$ cat config.mk
export PLATFORM = sky130hd
export DESIGN_NAME = wb4_reqbuf
export DESIGN_NICKNAME = d
export VERILOG_FILES = /design/src/rtl/wb4_reqbuf.sv
export SDC_FILE = /design/constraint.sdc
export NUM_CORES = 1
export LEC_CHECK = 0
export ABC_AREA = 1
export CAP_MARGIN = 20
export CORE_ASPECT_RATIO = 1.4
export CORE_MARGIN = 3
export CORE_UTILIZATION = 57
export DETAILED_ROUTE_END_ITERATION = 10
export GPL_TIMING_DRIVEN = 0
export HOLD_SLACK_MARGIN = 0.02
export PLACE_DENSITY = 0.85
export RECOVER_POWER = 100
export SYNTH_ARGS = -nofsm -noshare
export SYNTH_HDL_FRONTEND = slang
export SYNTH_SLANG_ARGS = --single-unit
$ cat constraint.sdc
create_clock -name wb4_clk_i -period 5.5 [get_ports wb4_clk_i]
set_input_delay 0.825 -clock wb4_clk_i [delete_from_list [all_inputs] [get_ports wb4_clk_i]]
set_output_delay 0.825 -clock wb4_clk_i [all_outputs]
set_load 0.02 [all_outputs]
$ cat src/rtl/wb4_reqbuf.sv
// Wishbone B4 pipelined request buffer: queues upstream requests in a FIFO,
// replays them downstream with a bound on outstanding issues, and returns
// registered acks/read data in order. Aborted cycles have their late acks dropped.
module wb4_reqbuf #(
  parameter int ARCHBITSZ = 16,
  parameter int DEPTH     = 4,
  parameter int MAXPEND   = 4
) (
  input  logic                   wb4_clk_i,
  input  logic                   wb4_rst_i,
  input  logic                   s_wb4_cyc_i,
  input  logic                   s_wb4_stb_i,
  input  logic                   s_wb4_we_i,
  input  logic [ARCHBITSZ-1:0]   s_wb4_addr_i,
  input  logic [ARCHBITSZ-1:0]   s_wb4_data_i,
  input  logic [ARCHBITSZ/8-1:0] s_wb4_sel_i,
  output logic                   s_wb4_stall_o,
  output logic                   s_wb4_ack_o,
  output logic [ARCHBITSZ-1:0]   s_wb4_data_o,
  output logic                   m_wb4_cyc_o,
  output logic                   m_wb4_stb_o,
  output logic                   m_wb4_we_o,
  output logic [ARCHBITSZ-1:0]   m_wb4_addr_o,
  output logic [ARCHBITSZ-1:0]   m_wb4_data_o,
  output logic [ARCHBITSZ/8-1:0] m_wb4_sel_o,
  input  logic                   m_wb4_stall_i,
  input  logic                   m_wb4_ack_i,
  input  logic [ARCHBITSZ-1:0]   m_wb4_data_i
);
  localparam int SELW = ARCHBITSZ/8;
  localparam int AW   = $clog2(DEPTH);
  localparam int CW   = $clog2(DEPTH+1);
  localparam int PW   = $clog2(MAXPEND+1);

  typedef struct packed {
    logic                 we;
    logic [ARCHBITSZ-1:0] addr;
    logic [ARCHBITSZ-1:0] data;
    logic [SELW-1:0]      sel;
  } req_t;

  req_t                 mem_q [DEPTH];
  req_t                 head;
  logic [AW-1:0]        rd_q, rd_d, wr_q, wr_d;
  logic [CW-1:0]        cnt_q, cnt_d;
  logic [PW-1:0]        pend_q, pend_d, drop_q, drop_d;
  logic                 ack_q, ack_d;
  logic [ARCHBITSZ-1:0] rdat_q, rdat_d;
  logic                 push, issue, ack_eff;

  assign head          = mem_q[rd_q];
  assign s_wb4_stall_o = (cnt_q == CW'(DEPTH));
  assign m_wb4_stb_o   = (cnt_q != '0) && (pend_q < PW'(MAXPEND));
  assign m_wb4_cyc_o   = (cnt_q != '0) || (pend_q != '0);
  assign m_wb4_we_o    = head.we;
  assign m_wb4_addr_o  = head.addr;
  assign m_wb4_data_o  = head.data;
  assign m_wb4_sel_o   = head.sel;
  assign s_wb4_ack_o   = ack_q;
  assign s_wb4_data_o  = rdat_q;

  assign push    = s_wb4_cyc_i & s_wb4_stb_i & ~s_wb4_stall_o;
  assign issue   = m_wb4_stb_o & ~m_wb4_stall_i;
  assign ack_eff = m_wb4_ack_i & (pend_q != '0);

  always_comb begin
    rd_d   = rd_q + AW'(issue);
    wr_d   = wr_q + AW'(push);
    cnt_d  = cnt_q + CW'(push) - CW'(issue);
    pend_d = pend_q + PW'(issue) - PW'(ack_eff);
    drop_d = drop_q;
    // Upstream cycle gone: flush the queue and discard every outstanding ack.
    // drop never exceeds pend, so loading it whenever cyc is low is harmless.
    if (!s_wb4_cyc_i) begin
      rd_d   = wr_q;
      cnt_d  = '0;
      drop_d = pend_d;
    end else if ((drop_q != '0) && m_wb4_ack_i) begin
      drop_d = drop_q - PW'(1);
    end
    ack_d  = ack_eff & (drop_q == '0) & s_wb4_cyc_i;
    rdat_d = m_wb4_ack_i ? m_wb4_data_i : rdat_q;
  end

  always_ff @(posedge wb4_clk_i) begin
    if (push) mem_q[wr_q] <= '{s_wb4_we_i, s_wb4_addr_i, s_wb4_data_i, s_wb4_sel_i};
  end

  always_ff @(posedge wb4_clk_i or negedge wb4_rst_i) begin
    if (!wb4_rst_i) begin
      rd_q   <= '0;
      wr_q   <= '0;
      cnt_q  <= '0;
      pend_q <= '0;
      drop_q <= '0;
      ack_q  <= 1'b0;
      rdat_q <= '0;
    end else begin
      rd_q   <= rd_d;
      wr_q   <= wr_d;
      cnt_q  <= cnt_d;
      pend_q <= pend_d;
      drop_q <= drop_d;
      ack_q  <= ack_d;
      rdat_q <= rdat_d;
    end
  end
endmodule

==> metrics.md <==
| Metric | Value |
|---|---|
| Status | `finished clean` |
| Cell mode on critical path | `clkbuf_1` |
| Final Worst Setup Slack | `approximately 1500 ps` |
| Synthesized cell area | `roughly 6700 um^2` |
| Power Density | `around 530 nW/um^2` |
| Prevailing post-synth register cell | `edfxtp_1` |
| CTS Buf Count | `17` |
| Hold Path Class | `reg2reg` |
| Io pins | `112` |
| RSZ-0062 raised after global routing | `false` |
| Max clock buf depth | `2` |
| Synthesized instance count | `502` |
| Die Area | `roughly 13,000 um^2` |
| CTS Hold Bufs | `0` |
| Layout net count | `713` |
| Core ar. | `between 10,000 and 15,000 um^2` |
| CTS resizes | `0` |
| Layout cells sized above 1 | `a little under a tenth` |
| Seq/Total Area, Yosys | `between 70% and 80%` |
| DR DRC count | `0` |
| Initial antenna violation count | `2` |
| Synth warn | `0` |
| Ratio of final minimum period to clock period | `a little under three quarters` |
| Max Fanout on Critical Path | `11` |
| Final Util | `~75%` |
| Drt first pass iters | `7` |
| Net Count, Synth | `569` |
| Final Hold Vio Count | `0` |
| Total track usage | `24.3%` |
| Post-synth EDFFs | `140` |
| Syn-to-layout area delta | `28.0%` |
| Post-CTS Setup Bufs | `0` |
| Leak Pwr | `between 3 and 4 nW` |
| Syn Area/Cell | `around 13 um^2` |
| Post-DR vias/cell | `around 5.7` |
| Largest stage delay on the critical path | `between 500 and 600 ps` |
| Row cnt | `46` |
| DIE WIDTH | `approximately 100 um` |
| WL final | `about 15,000 um` |
| Critical path startpoint category | `input pin` |
| DR vias | `around 4,600` |
| CP top delay family | `buffers and inverters` |
| Grt ovf | `0` |
| Slew Limit Fails | `0` |
| Final min period | `~4000 ps` |
| Worst hold slack | `471 ps` |
| Pin count of the biggest net entering global routing | `17` |
| Total power draw | `around 0.0046 W` |
| Final Skew | `around 10 ps` |
| Post-route ant nets | `0` |
| Maximum vdd drop | `approximately 0.29 mV` |
| Fmax | `approximately 250 MHz` |
| Area of the multi-input gates | `1400 um^2` |
| Pre-CTS WS | `~2400 ps` |
| Reg area | `just under 5000 um^2` |
| Worst slew pin tran | `approximately 1200 ps` |
| Die Y | `around 130 um` |
| CTS tree | `yes` |
| Wire length per cell | `roughly 19 um` |
| Ant diodes | `0` |
| Vias in the first global route | `~4,800` |
| Worst EP required | `5570 ps` |
| IO Port Bufs | `around 110` |
| Final setup fails | `0` |
| Slowest cell on the critical path | `clkbuf_1` |
| HPWL Detailed | `between 10,000 and 15,000 um` |
| Worst skew pair latency | `roughly 430 ps` |
| Reg clk slew, reported paths | `about 60 ps` |
| Global-route wire length before repair | `~24,000 um` |
| Max-cap violation count | `0` |
| Sink Count | `170` |
| Fillers | `around 700` |
| Post-synthesis async set-or-reset flop share | `between 10% and 20%` |
| Critical-path cell list | `dlygate4sd3_1, nand3_1, nor3_1, clkbuf_1, clkbuf_1, clkbuf_1, clkbuf_1` |
| Register bit total from synthesis | `170` |
| CTS H-tree lvls | `4` |
| Crit path buf inv count | `5` |
| Crit Path Category | `in2reg` |
| DRT iter0 DRCs | `between 300 and 400` |
| Final GP Congestion | `between 0.7 and 0.8` |
| Distinct cells, synth | `29` |
| Slew headroom | `21.2%` |
| Crit path DAT | `around 4000 ps` |
| Root Driver | `clkbuf_16` |
| Initial cell density of the core | `a little under 60%` |
| Worst setup EP type | `flip-flop` |
| Final TNS setup | `0 ps` |
where the power goes:
part	switching (W)	internal (W)	total (W)	leakage (nW)
sequential	0.0000713	0.00157	0.00165	1.64
combinational	0.00108	0.000693	0.00178	1.31
clock	0.000510	0.000631	0.00114	0.267
total	0.00167	0.00290	0.00456	3.22
cell families (layout without fill, tap and decap cells):
kind of cell / count (synthesis) / in the layout / share of synthesized area, %
and+or+nand+nor: 160 / 160 / 9.42
xor gates and xnor gates: 3 / 3 / 0.392
adders and majority gates: 10 / 10 / 2.09
AOI/OAI and AO/OA: 112 / 112 / 9.14
DFF: 170 / 170 / 74.0
buffers and inverters: 47 / 204 / 4.97
path summary, 6_finish.rpt:
check                      depth (start not counted)         endpoint             from  slack [ps]
min in group asynchronous                          1        drop_q[1]        wb4_rst_i         880
max in group asynchronous                          2  s_wb4_data_o[5]        wb4_rst_i        3420
min                                                2  s_wb4_data_o[9]  s_wb4_data_o[9]         470
max                                                7     mem_q[2][12]      s_wb4_stb_i        1550
max reg2reg                                        8     mem_q[2][12]         cnt_q[1]        1890
min reg2reg                                        2  s_wb4_data_o[9]  s_wb4_data_o[9]         470
layer usage:
metal  vias to the layer above  track usage [%]  wire, um
met5                         -                0        23
met4                         4             11.4       385
met3                        37             6.09      1220
met2                       251             42.6      8140
met1                      2224             28.0      5590
li1                       2078                -         -
registers in the layout, indices dropped and copies added (netlist names):
signal,flops
mem_q,140
wr_q,2
rd_q,2
s_wb4_data_o,16
drop_q,3
s_wb4_ack_o,1
cnt_q,3
pend_q,3
tightest hold or removal path: cells and delay by family (launching register included):
kind          cells  cell delay (ps)
flops             1              340
simple gates      2              100
cells in the final DEF, fill, tap and decap left out, types with 2 or more instances in the layout:
master           instances
nand2_2                  2
clkinv_4                 3
nand3_1                  3
buf_4                    2
nor3_1                   6
clkinvlp_4               3
inv_1                   17
nor2_1                  80
xor2_1                   2
o21ai_0                 38
clkdlybuf4s50_1         10
inv_6                    7
o22ai_1                 35
clkinv_1                 2
fa_1                     2
ha_1                     8
nand2_1                 66
dfrtp_1                 30
buf_6                   14
clkbuf_4                 4
dlygate4sd3_1           99
o21ai_1                 36
clkbuf_1                18
edfxtp_1               140
a21oi_1                  2
buf_2                    4
clkbuf_16               17
cells in the mapped netlist (2+ instances only):
library cell,number,area [um^2]
o21ai_1,38,190
inv_1,17,63.8
fa_1,2,40.0
clkbuf_4,4,30.0
buf_6,15,169
o22ai_1,35,219
dfrtp_1,30,751
a21oi_1,2,10.0
ha_1,8,100
nor3_1,6,30.0
o21ai_0,36,180
nor2_1,80,300
nand2_2,2,12.5
buf_4,2,15.0
edfxtp_1,140,4200
nand2_1,66,248
buf_2,5,25.0
nand3_1,2,10.0
xor2_1,2,17.5
stage by stage:
| stage | area [um^2] | instances |
|---|---|---|
| final | 8570 | 803 |
| after global routing | 8570 | 803 |
| after CTS | 8730 | 803 |
| after detailed placement | 8170 | 771 |
| after global placement | 7970 | 755 |
| after floorplan | 6700 | 502 |
area by class of cell:
| cell class | count | area share (%) |
|---|---|---|
| Clock inverter | 15 | 1.62 |
| Multi-Input combinational cell | 285 | 16.3 |
| Clock buffer | 17 | 4.96 |
| Buffer | 26 | 2.69 |
| Inverter | 21 | 1.08 |
| Tap cell | 144 | 2.10 |
| Sequential cell | 170 | 57.8 |
| Timing Repair Buffer | 125 | 13.4 |
(Power assumes the default switching activity.)
